File: src/rtl/bsg_tag_pkg.sv
// ============================================================================
//  Module      : bsg_tag_pkg
//  Description : Shared definitions for the bsg_tag master-side serializer.
//                Holds the canonical packet header layout and the width
//                helpers used to size client-id and length fields.
//  Revision    : 1.0  initial release
// ============================================================================
`default_nettype none

package bsg_tag_pkg;

    // Upper bounds for the header fields as carried in software-visible
    // structures; real packets use the narrower per-instance widths.
    localparam int c_TAG_MAX_ID_W  = 8;
    localparam int c_TAG_MAX_LEN_W = 8;

    // Header as it appears on the wire after the start bit (client_id first).
    typedef struct packed {
        logic [c_TAG_MAX_LEN_W-1:0] len;
        logic                       data_not_reset;
        logic [c_TAG_MAX_ID_W-1:0]  client_id;
    } bsg_tag_packet_header_s;

    // clog2 that never returns 0, so single-entry fields still get one bit.
    function automatic int bsg_tag_safe_clog2(input int x);
        return (x <= 1) ? 1 : $clog2(x);
    endfunction

    // Width of the client-id field for a given number of clients.
    function automatic int bsg_tag_id_width(input int num_clients);
        return bsg_tag_safe_clog2(num_clients);
    endfunction

    // Width of the length field; must be able to encode max_payload itself.
    function automatic int bsg_tag_len_width(input int max_payload);
        return bsg_tag_safe_clog2(max_payload + 1);
    endfunction

endpackage

`default_nettype wire

File: src/rtl/bsg_tag_packet_shifter.sv
// ============================================================================
//  Module      : bsg_tag_packet_shifter
//  Description : LSB-first shift register plus remaining-bit down-counter.
//                Bit 0 of the shift register is the bit currently on the tag
//                wire. When the final bit is shifted away the register is
//                cleared so the serial output idles at 0.
//  Ports       : clk_i     - tag clock
//                reset_i   - synchronous active-high reset
//                load_i    - capture packet_i / count_i
//                shift_i   - advance one bit
//                packet_i  - assembled packet, bit 0 first on the wire
//                count_i   - number of valid bits in packet_i
//                bit_o     - current serial bit (registered)
//                last_o    - the bit on bit_o is the final one
//  Revision    : 1.0  initial release
// ============================================================================
`default_nettype none

module bsg_tag_packet_shifter #(
    parameter int width_p = 8,
    parameter int cnt_w_p = 4
) (
    input  logic               clk_i,
    input  logic               reset_i,
    input  logic               load_i,
    input  logic               shift_i,
    input  logic [width_p-1:0] packet_i,
    input  logic [cnt_w_p-1:0] count_i,
    output logic               bit_o,
    output logic               last_o
);

    logic [width_p-1:0] r_sr;
    logic [cnt_w_p-1:0] r_cnt;

    always_ff @(posedge clk_i) begin
        if (reset_i) begin
            r_sr  <= '0;
            r_cnt <= '0;
        end else if (load_i) begin
            r_sr  <= packet_i;
            r_cnt <= count_i;
        end else if (shift_i) begin
            if (last_o) begin
                // Drop unsent payload bits so the wire returns to 0.
                r_sr  <= '0;
                r_cnt <= '0;
            end else begin
                r_sr  <= {1'b0, r_sr[width_p-1:1]};
                r_cnt <= r_cnt - 1'b1;
            end
        end
    end

    assign bit_o  = r_sr[0];
    assign last_o = (r_cnt == cnt_w_p'(1));

endmodule

`default_nettype wire

File: src/rtl/bsg_tag_packet_serializer.sv
// ============================================================================
//  Module      : bsg_tag_packet_serializer
//  Description : bsg_tag master-side serializer. Accepts one parallel tag
//                packet over valid/ready and emits it LSB-first as the
//                tag_data_o / tag_en_o serial stream:
//                  start(1), client_id, data_not_reset, len, payload[len-1:0]
//                A fixed number of idle cycles separates packets.
//  Config      : BSG_TAG_SERIALIZER_PREAMBLE_EN - when defined, after reset
//                the block drives tag_en_o=1 / tag_data_o=0 for
//                max_payload_width_p+id_w+len_w+2 cycles to flush the
//                downstream receivers before accepting packets.
//  Ports       : clk_i, reset_i (sync, active high)
//                v_i, client_id_i, data_not_reset_i, len_i, payload_i, ready_o
//                tag_data_o, tag_en_o (registered serial output)
//                busy_o (high whenever not idle)
//  Revision    : 1.0  initial release
// ============================================================================
`default_nettype none

module bsg_tag_packet_serializer
    import bsg_tag_pkg::*;
#(
    // Both width parameters are expected to be overridden per instance.
    parameter int num_clients_p       = 4,
    parameter int max_payload_width_p = 10,
    parameter int gap_cycles_p        = 2,
    localparam int c_ID_W  = bsg_tag_id_width(num_clients_p),
    localparam int c_LEN_W = bsg_tag_len_width(max_payload_width_p)
) (
    input  logic                           clk_i,
    input  logic                           reset_i,
    input  logic                           v_i,
    input  logic [c_ID_W-1:0]              client_id_i,
    input  logic                           data_not_reset_i,
    input  logic [c_LEN_W-1:0]             len_i,
    input  logic [max_payload_width_p-1:0] payload_i,
    output logic                           ready_o,
    output logic                           tag_data_o,
    output logic                           tag_en_o,
    output logic                           busy_o
);

    localparam int c_PKT_W = 2 + c_ID_W + c_LEN_W + max_payload_width_p;
    localparam int c_CNT_W = bsg_tag_safe_clog2(c_PKT_W + 1);
    localparam int c_GAP_W = bsg_tag_safe_clog2(gap_cycles_p + 1);

    // Gap counter counts down to 0, so it is loaded with one less than the gap.
    localparam logic [c_GAP_W-1:0] c_GAP_INIT =
        c_GAP_W'((gap_cycles_p > 0) ? (gap_cycles_p - 1) : 0);
    localparam logic [c_LEN_W-1:0] c_LEN_MAX = c_LEN_W'(max_payload_width_p);

    typedef enum logic [1:0] {
        S_IDLE     = 2'd0,
        S_SEND     = 2'd1,
        S_GAP      = 2'd2,
        S_PREAMBLE = 2'd3
    } state_e;

    state_e               r_state;
    state_e               w_state_next;
    logic                 r_tag_en;
    logic                 w_tag_en_next;
    logic [c_GAP_W-1:0]   r_gap_cnt;
    logic [c_GAP_W-1:0]   w_gap_next;
    logic                 w_load;
    logic                 w_shift;
    logic                 w_bit;
    logic                 w_last;
    logic [c_LEN_W-1:0]   w_len_eff;
    logic [c_PKT_W-1:0]   w_packet;
    logic [c_CNT_W-1:0]   w_count;

`ifdef BSG_TAG_SERIALIZER_PREAMBLE_EN
    logic [c_CNT_W-1:0]   r_pre_cnt;
    logic [c_CNT_W-1:0]   w_pre_next;
`endif

    // Oversized lengths are clamped so the counter never runs past the
    // shift register.
    assign w_len_eff = (len_i > c_LEN_MAX) ? c_LEN_MAX : len_i;
    assign w_packet  = {payload_i, w_len_eff, data_not_reset_i, client_id_i, 1'b1};
    assign w_count   = c_CNT_W'(2 + c_ID_W + c_LEN_W) + c_CNT_W'(w_len_eff);

    bsg_tag_packet_shifter #(
        .width_p (c_PKT_W),
        .cnt_w_p (c_CNT_W)
    ) u_shifter (
        .clk_i    (clk_i),
        .reset_i  (reset_i),
        .load_i   (w_load),
        .shift_i  (w_shift),
        .packet_i (w_packet),
        .count_i  (w_count),
        .bit_o    (w_bit),
        .last_o   (w_last)
    );

    always_comb begin
        w_state_next  = r_state;
        w_tag_en_next = 1'b0;
        w_gap_next    = r_gap_cnt;
        w_load        = 1'b0;
        w_shift       = 1'b0;
`ifdef BSG_TAG_SERIALIZER_PREAMBLE_EN
        w_pre_next    = r_pre_cnt;
`endif
        case (r_state)
            S_IDLE: begin
                if (v_i) begin
                    w_load        = 1'b1;
                    w_tag_en_next = 1'b1;
                    w_state_next  = S_SEND;
                end
            end
            S_SEND: begin
                w_shift = 1'b1;
                if (w_last) begin
                    if (gap_cycles_p == 0) begin
                        w_state_next = S_IDLE;
                    end else begin
                        w_state_next = S_GAP;
                        w_gap_next   = c_GAP_INIT;
                    end
                end else begin
                    w_tag_en_next = 1'b1;
                end
            end
            S_GAP: begin
                if (r_gap_cnt == '0) begin
                    w_state_next = S_IDLE;
                end else begin
                    w_gap_next = r_gap_cnt - 1'b1;
                end
            end
            S_PREAMBLE: begin
`ifdef BSG_TAG_SERIALIZER_PREAMBLE_EN
                // tag_data_o stays 0 because the shift register is empty.
                if (r_pre_cnt == '0) begin
                    w_state_next = S_IDLE;
                end else begin
                    w_tag_en_next = 1'b1;
                    w_pre_next    = r_pre_cnt - 1'b1;
                end
`else
                w_state_next = S_IDLE;
`endif
            end
            default: begin
                w_state_next = S_IDLE;
            end
        endcase
    end

    always_ff @(posedge clk_i) begin
        if (reset_i) begin
`ifdef BSG_TAG_SERIALIZER_PREAMBLE_EN
            r_state   <= S_PREAMBLE;
            r_pre_cnt <= c_CNT_W'(c_PKT_W);
`else
            r_state   <= S_IDLE;
`endif
            r_tag_en  <= 1'b0;
            r_gap_cnt <= '0;
        end else begin
            r_state   <= w_state_next;
            r_tag_en  <= w_tag_en_next;
            r_gap_cnt <= w_gap_next;
`ifdef BSG_TAG_SERIALIZER_PREAMBLE_EN
            r_pre_cnt <= w_pre_next;
`endif
        end
    end

`ifndef SYNTHESIS
    always_ff @(posedge clk_i) begin
        if (!reset_i && v_i && ready_o) begin
            assert (len_i <= c_LEN_MAX)
                else $error("bsg_tag_packet_serializer: len_i=%0d exceeds max_payload_width_p=%0d",
                            len_i, max_payload_width_p);
        end
    end
`endif

    assign ready_o    = (r_state == S_IDLE);
    assign busy_o     = (r_state != S_IDLE);
    assign tag_en_o   = r_tag_en;
    assign tag_data_o = w_bit;

endmodule

`default_nettype wire

File: config.mk
export PLATFORM = sky130hd
export DESIGN_NAME = bsg_tag_packet_serializer
export DESIGN_NICKNAME = d
export VERILOG_FILES = /design/src/rtl/bsg_tag_pkg.sv /design/src/rtl/bsg_tag_packet_shifter.sv /design/src/rtl/bsg_tag_packet_serializer.sv
export SDC_FILE = /design/constraint.sdc
export NUM_CORES = 1
export LEC_CHECK = 0
export ABC_AREA = 1
export CORE_ASPECT_RATIO = 0.7
export CORE_MARGIN = 1.5
export CORE_UTILIZATION = 55
export DETAILED_ROUTE_END_ITERATION = 7
export DONT_BUFFER_PORTS = 1
export PLACE_DENSITY = 0.7
export SYNTH_ARGS = -nofsm -noshare
export SYNTH_HDL_FRONTEND = slang
export SYNTH_SLANG_ARGS = --single-unit
export TNS_END_PERCENT = 5
File: constraint.sdc
create_clock -name clk_i -period 1.2 [get_ports clk_i]
set_input_delay 0.24 -clock clk_i [delete_from_list [all_inputs] [get_ports clk_i]]
set_output_delay 0.24 -clock clk_i [all_outputs]
set_load 0.01 [all_outputs]
* Yosys cells after proc, flatten, opt, wreduce, memory -nomap -nowiden
Cells that the tools add are included.
W data, S select, Z words.
** Cells by class
- Add/sub/neg operators :: 3
- Multiply operators :: 0
- Div/mod/pow operators :: 0
- Magnitude comparators :: 1
- Equal/unequal tests :: 8
- Shift operators :: 0
- Mux-type cells :: 19
- Bitwise gates (word level) :: 0
- Reductions and logical operators :: 7
** Operators with widths (number)
- $mux W18 :: 2
- $mux W17 :: 1
- $mux W5 :: 3
- $mux W2 :: 5
- $pmux W2 S4 :: 1
- $ne A2 B2 Y1 const B :: 3
- $reduce_and A3 Y1 :: 2
- $reduce_bool A2 Y1 :: 3
- $add A4 B4 Y5 const A :: 1
- $eq A5 B1 Y1 const B :: 1
- $sub A5 B1 Y5 const B :: 1
- $eq A2 B2 Y1 const B :: 2
- $gt A4 B4 Y1 const B :: 1
- $logic_not A2 Y1 :: 2
- $mux W1 :: 4
- $mux W4 :: 1
- $pmux W2 S2 :: 1
- $eq A2 B1 Y1 const B :: 1
- $ne A2 B1 Y1 const B :: 1
- $pmux W1 S2 :: 1
- $sub A2 B1 Y2 const B :: 1
** Word-level totals
- Flip-flop bits (word level) :: 28
- Bits in latches :: 0
- Memory bits (writable) :: 0
- ROM bits :: 0
- Bits of input ports :: 20
- Output and inout port bits :: 4
- Logic and storage cells :: 43
- Memories :: 0

* Longest topological paths before layout
- Depth in word-level cells :: 4
- Depth in mapped cells :: 10
- Gate-level depth less buffers :: 10

* Modules after synthesis
A second synthesis with hierarchy kept.
** Second synthesis, totals
- Cells, all modules :: 167
- Area total of the unflattened synthesis :: 1298.7 um^2
** By module, submodules not included
- bsg_tag_packet_shifter :: instances 1, cells an instance 126, area an instance 1023.5 um^2, seq. area each 460.4 um^2
- bsg_tag_packet_serializer :: instances 1, cells an instance 41, area an instance 275.3 um^2, seq. area each 100.1 um^2

* Worst setup path after synthesis
Ideal clock, no wire load.
- Path kind :: register -> register
- Start point :: register u_shifter.r_cnt[1]
- End point :: register r_gap_cnt[1]
- Library setup time :: 128 ps
- Arrival time :: 1133 ps
- Required time :: 1072 ps
- Slack :: -60 ps
- Stages on the path, launching flop included :: 11
- Path buffers :: 1
- Period minus slack after synthesis :: 1260 ps
- Path through :: dfxtp_1 -> inv_1 -> ha_1 -> inv_1 -> nor2_1 -> nand2_1 -> nand2_4 -> buf_6 -> nand3_1 -> nand2_1 -> nor2_1
** On the way
- Longest elaborated chain between the ends :: 3
** RTL lines
- start: declaration :: RTL line bsg_tag_packet_shifter.sv:34 : logic [cnt_w_p-1:0] r_cnt;
- start signal: assignment :: RTL line bsg_tag_packet_shifter.sv:42 : r_cnt <= count_i;
- start signal: assignment :: RTL line bsg_tag_packet_shifter.sv:50 : r_cnt <= r_cnt - 1'b1;
- $eq A5 B1 Y1 :: RTL line bsg_tag_packet_shifter.sv:56 : assign last_o = (r_cnt == cnt_w_p'(1));
- $ne A2 B1 Y1 (no source line)
- $reduce_and A3 Y1 (no source line)
- end signal: assignment :: RTL line bsg_tag_packet_serializer.sv:167 : r_gap_cnt <= w_gap_next;
- end: declaration :: RTL line bsg_tag_packet_serializer.sv:63 : logic [c_GAP_W-1:0] r_gap_cnt;
Every way passes these cells.
A chain may end at the register's enable or synchronous reset.

* Final worst setup path
- Start point :: register u_shifter.r_cnt[1]
- End point :: register u_shifter.r_sr[13]
** On the way
- Longest elaborated chain between the ends :: 4
** RTL lines
- $eq A5 B1 Y1 :: RTL line bsg_tag_packet_shifter.sv:56
- $mux W17 :: RTL line bsg_tag_packet_shifter.sv:44 : if (last_o) begin
- $mux W18 :: RTL line bsg_tag_packet_shifter.sv:43 : end else if (shift_i) begin
- $mux W18 :: RTL line bsg_tag_packet_shifter.sv:40 : end else if (load_i) begin
- end signal: assignment :: RTL line bsg_tag_packet_shifter.sv:41 : r_sr <= packet_i;
- end signal: assignment :: RTL line bsg_tag_packet_shifter.sv:49 : r_sr <= {1'b0, r_sr[width_p-1:1]};
- end: declaration :: RTL line bsg_tag_packet_shifter.sv:33 : logic [width_p-1:0] r_sr;
Every way passes these cells. The select of a mux whose other input is x is not followed.

==> results_tabular.tex <==
\begin{tabular}{lr}
\hline
Metric & Value \\
\hline
\multicolumn{2}{l}{\textbf{Run status}} \\
Status & finished, violations left \\
Failing checks & negative setup slack \\
\multicolumn{2}{l}{\textbf{Final layout}} \\
Synthesis-to-finish area growth & 14.4\% \\
Area of combinational cells with multiple inputs & around 780 um\^{}2 \\
Filler Cells Inserted & 228 \\
Number of diodes & 0 \\
Post-route non-filler standard cell count & 276 \\
Number of nets in the layout & 267 \\
Register cell area after layout & 566 um\^{}2 \\
Share of cells above drive strength 1 & 17.4\% \\
\multicolumn{2}{l}{\textbf{Clocking}} \\
Worst skew pair latency & about 0.27 ns \\
Bufs on Longest Clock Path & 2 \\
Clock tree sinks & 28 \\
Clock-pin slew on the worst setup and hold paths & 0.08 ns \\
TritonCTS clock tree & yes \\
CTS root buf & clkbuf\_8 \\
Number of H-tree levels & 1 \\
Clock buffer count from CTS & 3 \\
\multicolumn{2}{l}{\textbf{Power}} \\
Pleak & between 0.8 and 0.9 nW \\
Part of the total power dissipated in sequential elements & 47.7\% \\
Clock network fraction of design power & 21.0\% \\
Combinational share of power & 31.3\% \\
Sw Share & roughly a third \\
Power dissipated by switching net loads & $\sim$0.75 mW \\
Power density normalized to cell area & between 1000 and 1500 nW/um\^{}2 \\
Internal power of the cells & approximately 1.6 mW \\
Worst IR Drop VDD & roughly 0.85 mV \\
\multicolumn{2}{l}{\textbf{Timing}} \\
Clock Skews & 0.00648 ns \\
Final period utilization & 104\% \\
Number of endpoints failing setup at the final stage & 7 \\
Setup repair after global routing missed its margin & true \\
Normalized max-slew margin & 81.1\% \\
Slew Viols, Final & 0 \\
Post-layout min period & 1.25 ns \\
Final worst setup slack & -0.0463 ns \\
Achievable Freq & 802 MHz \\
Worst slew pin tran & between 0.2 and 0.3 ns \\
Setup TNS & -0.114 ns \\
Final number of hold-violating endpoints & 0 \\
\multicolumn{2}{l}{\textbf{Setup path}} \\
Crit path required time & between 1 and 1.5 ns \\
Kind of end point of the critical path & flop \\
Worst setup path class & flop to flop \\
WP data arrival & approximately 1.4 ns \\
Highest cell delay on the worst timing path & around 0.33 ns \\
Maximum fanout along the worst path & 6 \\
Critical Path Slowest Stage Cell & dfxtp\_2 \\
Kind of launch point of the worst setup path & flop \\
Most common cell on crit path & nor2\_1 \\
Crit path cell chain & inv\_2 -> ha\_1 -> inv\_1 -> nor2\_2 -> nand2\_2 -> nand2\_4 -> buf\_6 -> nor2\_1 -> nor2\_1 -> nor2\_1 \\
\multicolumn{2}{l}{\textbf{Synth}} \\
Top FF cell, synth & dfxtp\_1 \\
Most frequent cells after synthesis & nand2\_1, nor2\_1, dfxtp\_1 \\
Average cell area after synthesis & approximately 6.3 um\^{}2 \\
Number of nets in the synthesized netlist & 253 \\
Most frequent cell after synthesis & nand2\_1 \\
Library cell with the largest summed area after synthesis & dfxtp\_1 \\
Yosys synthesis warning count & 0 \\
Cell area after technology mapping & about 1500 um\^{}2 \\
Synth area leaders & dfxtp\_1, nand2\_1, nor2\_1, inv\_1, a21oi\_1 \\
Post-synthesis cell type count & 20 \\
Number of enable-type register cells in the synthesized netlist & 0 \\
Proportion of netlist area held by the largest area contributor & 38.6\% \\
Count of mapped cells out of synthesis & 230 \\
Fraction of the yosys area taken by sequential cells & 38.6\% \\
Yosys reg bits & 28 \\
Share of synthesized flip-flops with an asynchronous set or reset & 0\% \\
\multicolumn{2}{l}{\textbf{GRT}} \\
GRT Overall Usage & about a quarter \\
Global-route wire length before repair & $\sim$5.4 mm \\
Number of global-route vias before repair & 1264 \\
Total gr overflow & 0 \\
Largest net degree at the start of global routing & 24 \\
Antenna violations before repair & 0 \\
\multicolumn{2}{l}{\textbf{Place}} \\
HPWL after DPL & 2.40 mm \\
Number of input and output port buffers inserted & 0 \\
Placer congestion estimate & 0.857 \\
Total placed cells including tap cells & approximately 270 \\
\multicolumn{2}{l}{\textbf{Floorplan}} \\
\# IOs & 24 \\
Initial Util & 58.7\% \\
Row Count & 15 \\
Total die area & 2970 um\^{}2 \\
Overall die width & 64.5 um \\
Height of the chip & 46.0 um \\
Core area & between 2000 and 2500 um\^{}2 \\
\multicolumn{2}{l}{\textbf{Drt}} \\
Routed wirelength normalized by instance count & approximately 12 um \\
Number of design-rule violations left by the first detailed-router iteration & 88 \\
Overall via count from detail\_route & approximately 1400 \\
Number of detailed-routing iterations run before antenna repair & 4 \\
Post-route ant nets & 0 \\
Post-detailed-route via-to-cell ratio & 5.10 \\
Post-detailed-route DRC marker count & 0 \\
DRT Wirelength & 3.39 mm \\
\multicolumn{2}{l}{\textbf{Hold path}} \\
Hold crit path type & input pin to flop \\
\multicolumn{2}{l}{\textbf{Run}} \\
Max capacitance violation total & 0 \\
\hline
\end{tabular}
layer usage:
metal  part of all wire, %  wire (um)  vias to the layer above  global-route usage (%)
met5                     0          0                        -                       0
li1                      -          -                      719                       -
met3                   6.0        203                        2                    5.94
met4                  0.35         12                        0                    5.96
met1                    45       1530                      649                    32.7
met2                    48       1640                       38                    39.6
sequential cells by signal, indices dropped and copies added (netlist names):
signal and flops:
u_shifter.r_sr 18, r_state 2, tag_en_o 1, u_shifter.r_cnt 5
r_gap_cnt 2
stage by stage:
step	hold slack (ns)	area (um^2)	utilization, %	power (mW)	setup slack, ns
floorplan	0.309	1460	-	1.59	-0.00157
global placement	0.312	1550	62.6	1.75	-0.00567
detailed placement	0.313	1550	62.6	1.77	-0.0483
CTS	0.0155	1640	66.2	2.30	-0.0319
global route	0.00384	1660	67.1	2.48	-0.148
finish	0.0268	1660	67.1	2.32	-0.0463
logic make-up after synthesis:
group / Yosys count / share of synthesized area, %
XOR/XNOR: 1 / 0.603
buffers and inverters: 34 / 10.4
AO/OA/AOI/OAI: 20 / 7.32
adder cells (fa/ha/maj): 3 / 2.58
AND/OR/NAND/NOR: 144 / 40.5
flip-flops: 28 / 38.6
worst paths after layout:
check                           from                  to  slack, ns  depth (start not counted)
setup / recovery  u_shifter.r_cnt[1]  u_shifter.r_sr[13]      -0.05                         10
hold / removal               reset_i            tag_en_o       0.03                          1
setup reg to reg  u_shifter.r_cnt[1]  u_shifter.r_sr[13]      -0.05                         10
hold reg to reg    u_shifter.r_sr[1]   u_shifter.r_sr[0]       0.46                          2
layout make-up:
cell class | count | area share [%]
flip-flops and latches | 28 | 34.0
clock buffers | 3 | 2.48
inverters | 27 | 6.09
multi-input cells | 168 | 46.7
well taps | 34 | 2.56
repair buffers | 16 | 8.20
critical path, delay by kind of cell (launching register included):
kind | cells | cell delay, ns
buf+inv | 3 | 0.22
simple gates | 6 | 0.46
fa+ha+maj | 1 | 0.13
flops | 1 | 0.33
power by group through the flow:
stage / Clock (mW) / Combinational [mW] / Sequential (mW)
floorplan: 0 / 0.488 / 1.11
global placement: 0 / 0.635 / 1.12
detailed placement: 0 / 0.654 / 1.12
CTS: 0.505 / 0.695 / 1.10
global route: 0.544 / 0.820 / 1.12
finish: 0.487 / 0.725 / 1.11
cell usage in the layout, fill, tap and decap left out, types with 3 or more instances in the layout:
master and instances:
a21oi_1 13, buf_4 14, clkbuf_8 3, dfxtp_1 24, dfxtp_2 4, inv_1 22
inv_2 5, nand2_1 85, nand3_1 10, nor2_1 36, nor2_2 5, o21ai_0 4
repair_timing:
action,in CTS,in global routing
endpoints found under the setup margin,15,29
buffers inserted,4,0
pin swaps,1,2
gates resized for setup,9,8
hold buffers,0,0
Note: power is estimated with default switching activity, not from simulation.
